<file path="src/rtl/reg_reader_pkg.sv">
// reg_reader shared types and helpers.
// Optional hazard statistics are enabled with REG_READER_STATS_EN.
package reg_reader_pkg;

  localparam int NREG_DEF = 8;
  localparam int DW_DEF   = 32;
  localparam int AW_DEF   = 4;

  localparam logic [AW_DEF-1:0] RNONE = 4'hF;

  typedef logic [AW_DEF-1:0] reg_idx_t;

  // Any index at or above nreg means "no register".
  function automatic logic is_reg(
    input logic [31:0] idx,
    input int          nreg
  );
    return idx < 32'(nreg);
  endfunction

endpackage

</file>
<file path="src/rtl/reg_bypass_mux.sv">
// Operand select for one source: writeback bypass over register file.
// M writeback wins over E, matching the register file write order.
module reg_bypass_mux
  import reg_reader_pkg::*;
#(
  parameter int NREG = NREG_DEF,
  parameter int DW   = DW_DEF,
  parameter int AW   = AW_DEF
) (
  input  logic [AW-1:0]      src,
  input  logic [NREG*DW-1:0] rf_flat,
  input  logic [AW-1:0]      dstE,
  input  logic [DW-1:0]      valE,
  input  logic [AW-1:0]      dstM,
  input  logic [DW-1:0]      valM,
  output logic [DW-1:0]      value,
  output logic               wb_hit
);

  logic          valid;
  logic          hit_e;
  logic          hit_m;
  logic [DW-1:0] rf_val;

  assign valid  = is_reg(32'(src), NREG);
  assign hit_e  = valid && (dstE == src);
  assign hit_m  = valid && (dstM == src);
  assign wb_hit = hit_e || hit_m;

  always_comb begin
    rf_val = '0;
    for (int i = 0; i < NREG; i++) begin
      if (src == AW'(i)) begin
        rf_val = rf_flat[i*DW +: DW];
      end
    end
  end

  always_comb begin
    value = '0;
    if (!valid) begin
      value = '0;
    end else if (hit_m) begin
      value = valM;
    end else if (hit_e) begin
      value = valE;
    end else begin
      value = rf_val;
    end
  end

endmodule

</file>
<file path="src/rtl/reg_reader.sv">
// Register read stage: bypass, scoreboard hazards, 1-cycle output reg.
// Define REG_READER_STATS_EN to enable the hazard-stall counter.
module reg_reader
  import reg_reader_pkg::*;
#(
  parameter int NREG = NREG_DEF,
  parameter int DW   = DW_DEF,
  parameter int AW   = AW_DEF
) (
  input  logic               clock,
  input  logic               reset,
  input  logic [NREG*DW-1:0] rf_flat,
  input  logic [AW-1:0]      dstE,
  input  logic [DW-1:0]      valE,
  input  logic [AW-1:0]      dstM,
  input  logic [DW-1:0]      valM,
  input  logic               flush,
  input  logic               in_valid,
  output logic               in_ready,
  input  logic [AW-1:0]      srcA,
  input  logic [AW-1:0]      srcB,
  input  logic [AW-1:0]      allocE,
  input  logic [AW-1:0]      allocM,
  output logic               out_valid,
  input  logic               out_ready,
  output logic [DW-1:0]      valA,
  output logic [DW-1:0]      valB,
  output logic [NREG-1:0]    pending,
  output logic [15:0]        stall_cnt
);

  function automatic logic [NREG-1:0] dec(
    input logic [AW-1:0] idx
  );
    logic [NREG-1:0] oh;
    oh = '0;
    for (int i = 0; i < NREG; i++) begin
      oh[i] = (idx == AW'(i));
    end
    return oh;
  endfunction

  logic [DW-1:0]   sel_a;
  logic [DW-1:0]   sel_b;
  logic            hit_a;
  logic            hit_b;
  logic [NREG-1:0] wb;
  logic [NREG-1:0] live;
  logic [NREG-1:0] dst_oh;
  logic [NREG-1:0] set;
  logic [NREG-1:0] pending_nx;
  logic            raw_a;
  logic            raw_b;
  logic            waw;
  logic            hazard_any;
  logic            accept;

  reg_bypass_mux #(
    .NREG(NREG), .DW(DW), .AW(AW)
  ) u_mux_a (
    .src    (srcA),
    .rf_flat(rf_flat),
    .dstE   (dstE),
    .valE   (valE),
    .dstM   (dstM),
    .valM   (valM),
    .value  (sel_a),
    .wb_hit (hit_a)
  );

  reg_bypass_mux #(
    .NREG(NREG), .DW(DW), .AW(AW)
  ) u_mux_b (
    .src    (srcB),
    .rf_flat(rf_flat),
    .dstE   (dstE),
    .valE   (valE),
    .dstM   (dstM),
    .valM   (valM),
    .value  (sel_b),
    .wb_hit (hit_b)
  );

  assign wb   = dec(dstE) | dec(dstM);
  assign live = pending & ~wb;

  // A source committing this edge is bypassed, so it is not a hazard.
  assign raw_a = (|(dec(srcA) & pending)) && !hit_a;
  assign raw_b = (|(dec(srcB) & pending)) && !hit_b;

  assign dst_oh     = dec(allocE) | dec(allocM);
  assign waw        = |(dst_oh & live);
  assign hazard_any = raw_a || raw_b || waw;

  assign in_ready = !flush && !hazard_any
                 && (!out_valid || out_ready);
  assign accept   = in_valid && in_ready;

  // New allocation wins over a same-cycle clear of the same register.
  assign set        = accept ? dst_oh : '0;
  assign pending_nx = flush ? '0 : (live | set);

  always_ff @(posedge clock or negedge reset) begin
    if (!reset) begin
      pending <= '0;
    end else begin
      pending <= pending_nx;
    end
  end

  always_ff @(posedge clock or negedge reset) begin
    if (!reset) begin
      out_valid <= 1'b0;
      valA      <= '0;
      valB      <= '0;
    end else if (flush) begin
      out_valid <= 1'b0;
    end else if (accept) begin
      out_valid <= 1'b1;
      valA      <= sel_a;
      valB      <= sel_b;
    end else if (out_ready) begin
      out_valid <= 1'b0;
    end
  end

`ifdef REG_READER_STATS_EN
  always_ff @(posedge clock or negedge reset) begin
    if (!reset) begin
      stall_cnt <= '0;
    end else if (flush) begin
      stall_cnt <= '0;
    end else if (in_valid && hazard_any
                 && stall_cnt != 16'hFFFF) begin
      stall_cnt <= stall_cnt + 16'd1;
    end
  end
`else
  assign stall_cnt = '0;
`endif

endmodule
</file>
<file path="config.mk">
export PLATFORM = sky130hd
export DESIGN_NAME = reg_reader
export DESIGN_NICKNAME = d
export VERILOG_FILES = /design/src/rtl/reg_reader_pkg.sv /design/src/rtl/reg_bypass_mux.sv /design/src/rtl/reg_reader.sv
export SDC_FILE = /design/constraint.sdc
export NUM_CORES = 1
export LEC_CHECK = 0
export CAP_MARGIN = 10
export CORE_AREA = 2 2 172 174
export CTS_BUF_LIST = sky130_fd_sc_hd__clkbuf_4
export CTS_CLUSTER_DIAMETER = 30
export DETAILED_ROUTE_END_ITERATION = 12
export DIE_AREA = 0 0 174 176
export PLACE_DENSITY_LB_ADDON = 0.12
export SLEW_MARGIN = 10
export SYNTH_ARGS = -nofsm -noshare
export SYNTH_HDL_FRONTEND = slang
export SYNTH_SLANG_ARGS = --single-unit
</file>
<file path="constraint.sdc">
create_clock -name clock -period 2.8 [get_ports clock]
set_input_delay 0.56 -clock clock [delete_from_list [all_inputs] [get_ports clock]]
set_output_delay 0.56 -clock clock [all_outputs]
set_load 0.02 [all_outputs]
</file>
* After elaboration in Yosys (flattened, before gate mapping)
Index checks and enable logic that the tools add are counted.
** Cells by class
- Magnitude comparators :: 2
- Eq/ne operators :: 46
- Multiplexer cells :: 27
- Bitwise operators :: 9
- Reduce and logical (&&, ||, !) cells :: 30
** Operators with widths (number)
- 32-bit 2-to-1 mux :: 22
- 4-bit by 3-bit equality test with 1-bit output (second input constant) :: 24
- 4-bit by 2-bit equality test with 1-bit output (second input constant) :: 12
- 8-bit bitwise AND :: 4
- 4-bit by 1-bit equality test with 1-bit output (second input constant) :: 6
- 4-bit logical NOT :: 6
- 8-bit bitwise OR :: 3
- 8-bit OR reduction :: 3
- 4-bit equality test :: 4
- 8-bit 2-to-1 mux :: 2
- 1-bit logical AND :: 9
- 4-bit < comparator (second input constant) :: 2
- 8-bit inverter :: 1
- 1-bit logical NOT :: 5
- 1-bit logical OR :: 5
- 1-bit 2-to-1 mux :: 3
- 3-bit nonzero test :: 1
- 2-bit AND reduction :: 1
- 1-bit inverter :: 1
** Storage, ports and cells
- Register bits after elaboration :: 73
- Output and inout port bits :: 90

* Depth between registers and ports, before layout
Gate-level depths: netlist (run 1).
- Depth in word-level cells :: 14
- Gate-level depth with buffers :: 10

* Hierarchy
Synthesis (run 1) repeated with hierarchy kept, for this count alone.
** Second synthesis, totals
- Cell total of the unflattened synthesis :: 1088
- Area total of the unflattened synthesis :: 9700.6 µm²
** By module, submodules not included
- reg_bypass_mux :: instances 2, cells each 418, area an instance 3032.9 µm², sequential area each 0.0 µm²
- reg_reader :: instances 1, cells each 252, area an instance 3634.7 µm², sequential area each 1826.8 µm²

* Worst setup path after synthesis (run 1)
Ideal clock, no wire load.
- Path type :: input to register
- Start :: input port dstM[1]
- End :: register valA[0]
- Setup time :: 0.128 ns
- Arrival :: 2.500 ns
- Setup slack :: 0.172 ns
- Stages on the path :: 8
- Buffers on the path :: 2
- Cell sequence :: buf_2 -> or4b_1 -> o2111ai_1 -> o2111ai_1 -> nor3_1 -> nand4_2 -> buf_2 -> mux2_1
** On the way
- Word-level cells in the longest chain between the ends :: 12
- Elaborated cells on any way between the ends :: 32
** RTL lines
- start, declared :: RTL line reg_reader.sv:15 : input logic [AW-1:0] dstM,
- 4-bit by 1-bit equality test with 1-bit output, or another cell as far along :: RTL line reg_reader.sv:38 : oh[i] = (idx == AW'(i));
- 8-bit bitwise OR / 1-bit logical AND (equally long branches) :: RTL line reg_reader.sv:84, reg_bypass_mux.sv:27
- 8-bit inverter / 1-bit logical OR (equally long branches) :: RTL line reg_reader.sv:85, reg_bypass_mux.sv:28
- 8-bit bitwise AND, or another cell as far along :: RTL line reg_reader.sv:85 : assign live = pending & ~wb;
- 8-bit bitwise AND, or another cell as far along :: RTL line reg_reader.sv:92 : assign waw = |(dst_oh & live);
- 8-bit OR reduction / 1-bit logical OR (equally long branches) :: RTL line reg_reader.sv:92, reg_reader.sv:93
- 1-bit logical OR :: RTL line reg_reader.sv:93 : assign hazard_any = raw_a || raw_b || waw;
- 1-bit logical NOT :: RTL line reg_reader.sv:95 : assign in_ready = !flush && !hazard_any
- 1-bit logical AND :: RTL line reg_reader.sv:95
- 1-bit logical AND :: RTL line reg_reader.sv:96 : && (!out_valid || out_ready);
- 1-bit logical AND :: RTL line reg_reader.sv:97 : assign accept = in_valid && in_ready;
- 2-bit AND reduction (no line)
- end signal, assigned :: RTL line reg_reader.sv:120 : valA <= sel_a;
- end, declared :: RTL line reg_reader.sv:26 : output logic [DW-1:0] valA,
Parallel ways exist; a longest one is shown, timed or not.
A chain may end at the register's enable or synchronous reset.

* Worst setup path in the final report (run 1)
- Start :: input port dstM[3]
- End :: output port in_ready
** On the way
- Word-level cells in the longest chain between the ends :: 10
- Elaborated cells on any way between the ends :: 28
** RTL lines
- 4-bit by 1-bit equality test with 1-bit output, or another cell as far along :: RTL line reg_reader.sv:38
- 8-bit bitwise OR / 1-bit logical AND (equally long branches) :: RTL line reg_reader.sv:84, reg_bypass_mux.sv:27
- 8-bit inverter / 1-bit logical OR (equally long branches) :: RTL line reg_reader.sv:85, reg_bypass_mux.sv:28
- 8-bit bitwise AND, or another cell as far along :: RTL line reg_reader.sv:85
- 8-bit bitwise AND, or another cell as far along :: RTL line reg_reader.sv:92
- 8-bit OR reduction / 1-bit logical OR (equally long branches) :: RTL line reg_reader.sv:92, reg_reader.sv:93
- 1-bit logical OR * :: RTL line reg_reader.sv:93
- 1-bit logical NOT * :: RTL line reg_reader.sv:95
- 1-bit logical AND * :: RTL line reg_reader.sv:95
- 1-bit logical AND * :: RTL line reg_reader.sv:96
- end, declared :: RTL line reg_reader.sv:19 : output logic in_ready,
Mark *: on every way between the ends. The rest lies on a longest branch, timed or not.

==> results.txt, run 1 <==
fin. max-slew vios = 0
Worst VDD drop = 0.0001463 V
CP cell instances = clkbuf_2 > or4bb_1 > o2111ai_2 > o2111ai_2 > nor3_2 > and3_4 > buf_6
PortBufs = 422
synthesis-stage register bit count = 73
Worst R2R Path Depth = 8
Rel. slew slack = 0.2514
first-pass GRT wire length = 70.65 mm
clock skew = 0.02447 ns
met2 Use GR = 0.5176
sequential share of the synthesized area = 0.2231
Post-synth EDFFs = 0
Buffers & Inverters on Critical Path = 2
final hold slack = 0.4588 ns
setup TNS = 0 ns
die width = 174 microns
Critical Setup Path Class = input port to output pin
drt first-iter violations = 1334
Pwr Density = 318.5 mW/mm^2
Fillers = 2809
most frequent cells in the layout = 396 x clkdlybuf4s50_1, 97 x nand2_1, 92 x buf_4
busiest grt layer = met2
vias in the first global route = 11090
Mapped Cells = 976
Final Cell Area = 0.01382 sq mm
Worst R2R Start = pending[3]$_DFF_PN0_
Synth Flop Type = dfrtp_1
critical path endpoint category = output pin
WL final = 48.86 mm
startpoint types = input port
Nets = 1759
CP top delay family = simple AND/OR/NAND/NOR gates
Die Y = 176 microns
cell taking the most area after synthesis = dfrtp_1
Max Fclk = 0.3770 GHz
Critical R2R Capture = valB[13]$_DFFE_PN0P_
syn avg cell area = 8.390 sq um
status = completed
initial antenna violation count = 8
final hold violations = 0
Yosys Warn Count = 0
total core area = 0.02855 sq mm
critical path arrival = 2.09 ns
DRC viols = 0
CTS tree = yes
Hold Path Class = input port to asynchronous set/reset pin
CP Max Fanout = 6
DRT Pass-1 Iters = 8
Cell Count, Final, Fillers Out = 1803
final RePlAce weighted congestion = 0.8743
synthesized area = 0.008189 sq mm
Layout area overhead = 68.82%
largest net degree at the start of global routing = 38
Pleak = 5.450 nW
max-capacitance violation count = 0
largest cells by area after synthesis = dfrtp_1 22%, mux2_1 8.5%, a222oi_1 7.3%
worst slew pin tran = 1.120 ns
CTS H-Tree Depth = 3
GRT Residual Overflow = 0
share of cells above drive strength 1 = 0.1569
ANT nets after route = 0
gr usage total = 0.3076
dpl hpwl = 35.76 mm
clk_lat worst skew = 0.47 ns
Yosys top cell area share = 0.2231
# IOs = 439
CP max stage cell = or4bb_1
dpl cell area = 0.01348 sq mm
CP required = 2.24 ns
DR WL/cell = 27.10 microns
Starting Density = 0.2869
CTS Root Cell = clkbuf_4
number of core rows = 62
Tmin final = 2.653 ns
fraction of registers with async set/reset = 1.000
Worst R2R Setup Slack = 0.57 ns
CTS Buffer Depth = 2
most common cell after layout, fill and taps aside = clkdlybuf4s50_1
setup ws final = 0.1473 ns
met1 Use GR = 0.3922
CP peak stage delay = 0.55 ns
DP Worst Slack = -0.8134 ns
# setup viols final = 0
Final period util = 0.9474
vias after detailed routing = 10930
Synth cell types = 63
Clk pin slew, worst setup/hold paths = 0.16 ns
clock sinks = 73
cell mode on critical path = o2111ai_2
Cells after DPL = 1781
CTS buffer count = 9
RSZ-0062 raised after global routing = false
Die ar. = 0.03062 sq mm
vias per cell = 6.059
GRT met3 Usage = 0.06697
==> how the worst max path moves through the flow <==
stage	start	endpoint	slack (ns)	cells after the start
finish	dstM[3]	in_ready	0.15	7
global route	dstM[3]	in_ready	0.08	7
global placement	dstM[2]	in_ready	-0.76	7
detailed placement	dstE[2]	in_ready	-0.81	8
CTS	dstE[1]	in_ready	-0.03	8
floorplan	dstM[1]	valA[0]$_DFFE_PN0P_	0.17	8
==> cell families after synthesis <==
logic type                Yosys count  synth area share
muxes                             119            0.1742
other                               1         0.0004579
xor gates and xnor gates           12           0.01283
buffers and inverters             132           0.07151
AOI/OAI and AO/OA                 353            0.3335
DFF                                73            0.2231
and+or+nand+nor                   286            0.1844
==> through the flow <==
| stage | util | power (mW) |
|---|---|---|
| after floorplan | - | 2.314 |
| final | 0.4843 | 4.403 |
| after global placement | 0.4722 | 3.694 |
| after detailed placement | 0.4722 | 3.706 |
| after CTS | 0.4783 | 4.412 |
| after global routing | 0.4840 | 4.614 |
==> where the power goes <==
part / total, mW / switching [mW] / internal, mW
sequential: 1.34 / 0.101 / 1.24
combinational: 2.38 / 1.14 / 1.24
clock: 0.682 / 0.488 / 0.194
total: 4.40 / 1.73 / 2.67
==> Yosys cell counts (all sizes together) (6+ instances only) <==
master	n
nand2	97
mux2	78
clkbuf	76
dfrtp	73
a22oi	72
a222oi	60
nor2	58
buf	47
a21oi	39
nand3	37
mux2i	30
a221oi	28
o211ai	27
o21ai	23
a311oi	18
o22ai	18
nand4	15
a31oi	14
a221o	13
o2111ai	13
or2	12
xnor2	12
a211oi	11
mux4	11
inv	9
nor2b	9
nor4b	9
o22a	8
or4b	7
nor4bb	6
==> registers in the layout, summed over array words and instances (netlist names) <==
signal,count
pending,8
valA,32
valB,32
out_valid,1
==> cell type report <==
cell class                      count  area (sq um)  area share
Antenna cell                        4         10.01   0.0007240
Tap cell                          384         480.5     0.03475
Timing Repair Buffer              531          5192      0.3756
Sequential cell                    73          1827      0.1321
Clock inverter                      6         42.54    0.003077
Inverter                            9         33.78    0.002444
Clock buffer                       10         75.07    0.005430
Multi-Input combinational cell    786          6163      0.4458
==> layer usage <==
metal	part of all wire	vias up
met2	0.47	730
met4	0.029	8
li1	-	4828
met1	0.40	5258
met5	0.0011	-
met3	0.098	101
==> what timing repair did <==
action	4_1_cts	5_1_grt
setup buffers	1	0
hold buffers	1	0
resized for setup	25	54
pin swaps	2	7
endpoints found under the hold margin	12	0
setup endpoints to repair	5	3
Power figures use the tool's default switching activity.
==> run 2: changes to the inputs <==
--- a/config.mk
+++ b/config.mk
@@ -6,11 +6,11 @@
 export NUM_CORES = 1
 export LEC_CHECK = 0
 export CAP_MARGIN = 10
-export CORE_AREA = 2 2 172 174
+export CORE_AREA = 2 2 171 173
 export CTS_BUF_LIST = sky130_fd_sc_hd__clkbuf_4
 export CTS_CLUSTER_DIAMETER = 30
 export DETAILED_ROUTE_END_ITERATION = 12
-export DIE_AREA = 0 0 174 176
+export DIE_AREA = 0 0 173 175
 export PLACE_DENSITY_LB_ADDON = 0.12
 export SLEW_MARGIN = 10
 export SYNTH_ARGS = -nofsm -noshare
==> constraint.sdc (replaced) <==
create_clock -name clock -period 3.1 [get_ports clock]
set_input_delay 0.62 -clock clock [delete_from_list [all_inputs] [get_ports clock]]
set_output_delay 0.62 -clock clock [all_outputs]
set_load 0.02 [all_outputs]
==> results.txt, run 2 (synthesis results as in run 1) <==
status = completed (unchanged)
CTS Root Cell = clkbuf_4 (unchanged)
Hold Path Class = input port to asynchronous set/reset pin (unchanged)
cell mode on critical path = buf_4 (was o2111ai_2)
Die Y = 175 microns (was 176 microns)
most common cell after layout, fill and taps aside = clkdlybuf4s50_1 (unchanged)
final RePlAce weighted congestion = 0.8845 (was 0.8743)
GRT Residual Overflow = 0 (unchanged)
top flop regs = valA: 32 flops, valB: 32 flops, pending: 8 flops (unchanged)
CTS tree = yes (unchanged)
# IOs = 439 (unchanged)
dpl hpwl = 35.39 mm (was 35.76 mm)
critical path arrival = 2.36 ns (was 2.09 ns)
overall power = 4.171 mW (was 4.403 mW)
Worst R2R Setup Slack = 0.79 ns (was 0.57 ns)
CTS Buffer Depth = 2 (unchanged)
post-layout util = 0.4797 (was 0.4843)
Final Cell Area = 0.01362 sq mm (was 0.01382 sq mm)
Worst VDD drop = 0.0001522 V (was 0.0001463 V)
DR WL/cell = 27.30 microns (was 27.10 microns)
startpoint types = input port (unchanged)
gr usage total = 0.3094 (was 0.3076)
CP top delay family = buffers and inverters (was simple AND/OR/NAND/NOR gates)
fin. max-slew vios = 0 (unchanged)
clock skew = 0.01954 ns (was 0.02447 ns)
final hold violations = 0 (unchanged)
first-pass GRT wire length = 70.83 mm (was 70.65 mm)
Die ar. = 0.03028 sq mm (was 0.03062 sq mm)
CTS H-Tree Depth = 3 (unchanged)
vias per cell = 6.202 (was 6.059)
DRC viols = 0 (unchanged)
max-capacitance violation count = 0 (unchanged)
# setup viols final = 0 (unchanged)
drt first-iter violations = 1274 (was 1334)
dpl cell area = 0.01340 sq mm (was 0.01348 sq mm)
initial antenna violation count = 8 (unchanged)
Worst R2R Start = pending[1]$_DFF_PN0_ (was pending[3]$_DFF_PN0_)
DP Worst Slack = -0.6257 ns (was -0.8134 ns)
clk_lat worst skew = 0.47 ns (about the same)
CP Max Fanout = 7 (was 6)
DRT Pass-1 Iters = 6 (was 8)
Max Fclk = 0.3353 GHz
Starting Density = 0.2884 (was 0.2869)
Pwr Density = 306.2 mW/mm^2 (was 318.5 mW/mm^2)
ANT nets after route = 0 (unchanged)
Rel. slew slack = 0.2469 (was 0.2514)
CP max stage cell = clkdlybuf4s50_1 (was or4bb_1)
die width = 173 microns (was 174 microns)
setup ws final = 0.1173 ns (was 0.1473 ns)
Layout area overhead = 66.31% (was 68.82%)
Tmin final = 2.983 ns
multi-input logic area = 0.006000 sq mm (was 0.006163 sq mm)
Final period util = 0.9622
CP cell instances = clkdlybuf4s50_1 > buf_4 > nor4bb_4 > a22oi_1 > nand4_1 > a21oi_2 > and3_1 > buf_4 (was clkbuf_2 > or4bb_1 > o2111ai_2 > o2111ai_2 > nor3_2 > and3_4 > buf_6)
CP required = 2.48 ns (was 2.24 ns)
Buffers & Inverters on Critical Path = 3 (was 2)
WL final = 49.17 mm (was 48.86 mm)
most frequent cells in the layout = 407 x clkdlybuf4s50_1, 103 x buf_4, 97 x nand2_1 (was 396 x clkdlybuf4s50_1, 97 x nand2_1, 92 x buf_4)
vias after detailed routing = 11170 (was 10930)
start point of the critical path = srcB[2] (was dstM[3])
CTS buffer count = 9 (unchanged)
number of core rows = 62 (unchanged)
critical path endpoint category = output pin (unchanged)
share of cells above drive strength 1 = 0.1331 (was 0.1569)
clock sinks = 73 (unchanged)
Pleak = 5.286 nW (was 5.450 nW)
worst slew pin tran = 1.125 ns (was 1.120 ns)
CP peak stage delay = 0.55 ns (about the same)
Fillers = 2852 (was 2809)
total core area = 0.02839 sq mm (was 0.02855 sq mm)
PortBufs = 422 (unchanged)
crit path to = in_ready (unchanged)
CTS Hold Bufs = 0 (was 1)
number of cells on the critical path = 8 (was 7)
Reg area = 0.001827 sq mm (unchanged)
Worst R2R Path Depth = 9 (was 8)
Critical R2R Capture = valA[5]$_DFFE_PN0P_ (was valB[13]$_DFFE_PN0P_)
Nets = 1757 (was 1759)
Clk pin slew, worst setup/hold paths = 0.16 ns (about the same)
Critical Setup Path Class = input port to output pin (unchanged)
vias in the first global route = 11040 (was 11090)
largest net degree at the start of global routing = 74 (was 38)
[run 2: changes by cell type in the layout (fill, tap and decap cells not counted), moves of 4 or more]
cell and delta:
dlygate4sd2_1 +7, o2111ai_1 +4, buf_12 -5, or4b_4 -6, or4b_1 +6, dlymetal6s2s_1 -10
clkdlybuf4s50_1 +11, buf_6 -7, o2111ai_2 -4, buf_4 +11, clkbuf_2 -8
[run 2: final cells by class]
| cell class | count | share of cell area |
|---|---|---|
| multi-input cells | 786 | 0.4405 |
| well taps | 384 | 0.03528 |
| clock inverters | 6 | 0.007809 |
| flip-flops and latches | 73 | 0.1341 |
| diodes | 5 | 0.0009187 |
| clock buffers | 9 | 0.004961 |
| inverters | 9 | 0.002480 |
| repair buffers | 529 | 0.3739 |
[run 2: per-layer routing]
| layer | up-vias | share of wire | GRT usage |
|---|---|---|---|
| met5 | - | 0.00055 | 0 |
| met4 | 4 | 0.043 | 0.1236 |
| met3 | 146 | 0.093 | 0.07507 |
| met2 | 788 | 0.46 | 0.5115 |
| met1 | 5404 | 0.40 | 0.3874 |
| li1 | 4827 | - | - |
[run 2: timing repair]
item,CTS,global route
cloned,0,0
buffers inserted,2,0
gates resized for setup,14,4
pin swaps,2,0
endpoints found under the setup margin,1,1
[run 2: worst min path at each step]
stage                                  to  cells after the start           startpoint
floorplan           out_valid$_DFFE_PN0P_                      0                reset
global placement      valB[5]$_DFFE_PN0P_                      1  valB[5]$_DFFE_PN0P_
detailed placement    valA[0]$_DFFE_PN0P_                      1  valA[0]$_DFFE_PN0P_
CTS                   valA[6]$_DFFE_PN0P_                      1                reset
global route          valA[6]$_DFFE_PN0P_                      1                reset
finish                valA[6]$_DFFE_PN0P_                      1                reset
[run 2: worst register-to-register path, cell delays in order, from the launching register on]
cell	delay, ns
dfrtp_1	0.52
a22oi_1	0.22
nand4_1	0.17
a21oi_2	0.19
buf_4	0.12
buf_4	0.09
buf_4	0.10
nand4_4	0.17
buf_4	0.27
mux2_1	0.35
[run 2: power by group]
part	total [mW]	internal, mW	switching, mW
registers	1.21	1.12	0.0931
clock network	0.834	0.402	0.432
logic	2.13	1.10	1.02
total	4.17	2.62	1.55
[run 2: per-stage QoR]
step                setup TNS [ns]  hold WS [ns]  cells
floorplan                        0        0.3244    991
global placement            -14.74        0.4724   1779
detailed placement          -18.13        0.4799   1779
CTS                              0        0.3295   1796
global route              -0.02526        0.3585   1799
finish                           0        0.3104   1801
==> run 3: changes to the inputs <==
--- a/config.mk
+++ b/config.mk
@@ -11,7 +11,8 @@
 export CTS_CLUSTER_DIAMETER = 30
 export DETAILED_ROUTE_END_ITERATION = 12
 export DIE_AREA = 0 0 173 175
-export PLACE_DENSITY_LB_ADDON = 0.12
+export HOLD_SLACK_MARGIN = 0.05
+export PLACE_DENSITY = 0.71
 export SLEW_MARGIN = 10
 export SYNTH_ARGS = -nofsm -noshare
 export SYNTH_HDL_FRONTEND = slang
==> results.txt, run 3 (synthesis results as in run 1) <==
Rel. slew slack = 0.2861 (was 0.2469)
largest net degree at the start of global routing = 74 (unchanged)
die width = 173 microns (unchanged)
first-pass GRT wire length = 71.37 mm (was 70.83 mm)
Max Fclk = 0.3303 GHz (was 0.3353 GHz)
CP required = 2.48 ns (about the same)
CTS Root Cell = clkbuf_4 (unchanged)
ANT nets after route = 0 (unchanged)
startpoint types = input port (unchanged)
Pleak = 5.305 nW (was 5.286 nW)
number of core rows = 62 (unchanged)
dpl hpwl = 35.78 mm (was 35.39 mm)
PortBufs = 422 (unchanged)
Layout area overhead = 65.87% (was 66.31%)
CP peak stage delay = 0.49 ns (was 0.55 ns)
Hold Path Class = input port to asynchronous set/reset pin (unchanged)
share of cells above drive strength 1 = 0.1309 (was 0.1331)
GRT Residual Overflow = 0 (unchanged)
CP Max Fanout = 5 (was 7)
Pwr Density = 302.4 mW/mm^2 (was 306.2 mW/mm^2)
critical path endpoint category = output pin (unchanged)
Clk pin slew, worst setup/hold paths = 0.14 ns (was 0.16 ns)
Worst VDD drop = 0.0001210 V (was 0.0001522 V)
vias in the first global route = 11330 (was 11040)
drt first-iter violations = 1515 (was 1274)
vias per cell = 6.331 (was 6.202)
DP Worst Slack = -0.6824 ns (was -0.6257 ns)
Nets = 1750 (was 1757)
cell mode on critical path = buf_4 (unchanged)
most frequent cells in the layout = 402 x clkdlybuf4s50_1, 97 x nand2_1, 94 x buf_4 (was 407 x clkdlybuf4s50_1, 103 x buf_4, 97 x nand2_1)
CP max stage cell = clkdlybuf4s50_1 (unchanged)
DRT Pass-1 Iters = 9 (was 6)
Worst R2R Path Depth = 8 (was 9)
critical path arrival = 2.41 ns (was 2.36 ns)
fin. max-slew vios = 0 (unchanged)
DR WL/cell = 27.38 microns (was 27.30 microns)
total core area = 0.02839 sq mm (unchanged)
max-capacitance violation count = 0 (unchanged)
Cells after DPL = 1773 (was 1779)
vias after detailed routing = 11350 (was 11170)
Tmin final = 3.027 ns (was 2.983 ns)
overall power = 4.107 mW (was 4.171 mW)
WL final = 49.07 mm (was 49.17 mm)
top flop regs = valA: 32 flops, valB: 32 flops, pending: 8 flops (unchanged)
CTS Buffer Depth = 2 (unchanged)
setup ws final = 0.07283 ns (was 0.1173 ns)
# setup viols final = 0 (unchanged)
RSZ-0062 raised after global routing = false
# IOs = 439 (unchanged)
Die ar. = 0.03028 sq mm (unchanged)
clock sinks = 73 (unchanged)
clock skew = 0.03926 ns (was 0.01954 ns)
gr usage total = 0.3110 (was 0.3094)
Starting Density = 0.2884 (unchanged)
CTS Hold Bufs = 0 (unchanged)
post-layout util = 0.4784 (was 0.4797)
most common cell after layout, fill and taps aside = clkdlybuf4s50_1 (unchanged)
final hold violations = 0 (unchanged)
initial antenna violation count = 2 (was 8)
final RePlAce weighted congestion = 0.9434 (was 0.8845)
DRC viols = 0 (unchanged)
Final period util = 0.9765 (was 0.9622)
CTS H-Tree Depth = 3 (unchanged)
worst slew pin tran = 1.071 ns (was 1.125 ns)
Critical Setup Path Class = input port to output pin (unchanged)
Cell Count, Final, Fillers Out = 1792 (was 1801)
Die Y = 175 microns (unchanged)
status = completed (unchanged)
CTS buffer count = 9 (unchanged)
clk_lat worst skew = 0.48 ns (was 0.47 ns)
CP cell instances = clkdlybuf4s50_1 > buf_4 > nor4b_2 > a22oi_1 > nand4_1 > a21oi_2 > and3_1 > buf_4 (was clkdlybuf4s50_1 > buf_4 > nor4bb_4 > a22oi_1 > nand4_1 > a21oi_2 > and3_1 > buf_4)
CTS tree = yes (unchanged)
run 3: cell count changes in the layout (fill, tap and decap cells not counted), moves of 2 or more:
cell             change
buf_4                -9
clkdlybuf4s50_1      -5
dlymetal6s2s_1       +5
diode_2              -3
buf_12               +2
clkinv_1             -2
clkinv_2             +2
clkinv_4             +2
run 3: through the flow:
stage	hold WS [ns]	cell area, sq um	setup TNS (ns)
finish	0.3165	13580	0
floorplan	0.3244	8245	0
global placement	0.4721	13380	-13.49
CTS	0.3334	13550	0
global route	0.3663	13580	0
detailed placement	0.4800	13380	-17.35
run 3: worst paths after layout:
path                                       from                   end  slack [ns]
hold reg to reg            valA[21]$_DFFE_PN0P_  valA[21]$_DFFE_PN0P_        0.51
setup reg to reg           pending[3]$_DFF_PN0_  valB[22]$_DFFE_PN0P_        0.80
max in group asynchronous                 reset  valA[21]$_DFFE_PN0P_        2.08
hold / removal                            reset   valA[6]$_DFFE_PN0P_        0.32
min in group clock         valA[21]$_DFFE_PN0P_  valA[21]$_DFFE_PN0P_        0.51
setup / recovery                        srcB[1]              in_ready        0.07
run 3: area by class of cell:
| cell class | count | area [sq um] |
|---|---|---|
| clock buffers | 9 | 67.56 |
| clock inverters | 7 | 95.09 |
| flip-flops and latches | 73 | 1827 |
| inverters | 9 | 33.78 |
| fillers | 2769 | 14810 |
| repair buffers | 522 | 5077 |
| well taps | 384 | 480.5 |
| diodes | 2 | 5.005 |
| multi-input cells | 786 | 5997 |
run 3: critical path: cells and delay by family:
kind                   cells  cell delay [ns]
AOI/OAI and AO/OA          2             0.23
and+or+nand+nor            3             0.69
buffers and inverters      3             0.86
run 3: report_power, final:
group	internal, mW	switching (mW)
registers	1.12	0.104
logic	1.10	1.03
clock network	0.327	0.422
run 3: layer usage:
layer / GRT usage / wire length [microns] / vias to the layer above
met5: 0 / 12 / -
met4: 0.1225 / 2002 / 2
met3: 0.07942 / 5364 / 166
met2: 0.5157 / 22760 / 936
met1: 0.3867 / 18920 / 5440
li1: - / - / 4802
run 3: repair_timing:
action,CTS,global route
resized for setup,15,8
cloned,0,0
pin swaps,0,1
setup buffers,1,0
endpoints found under the setup margin,1,1
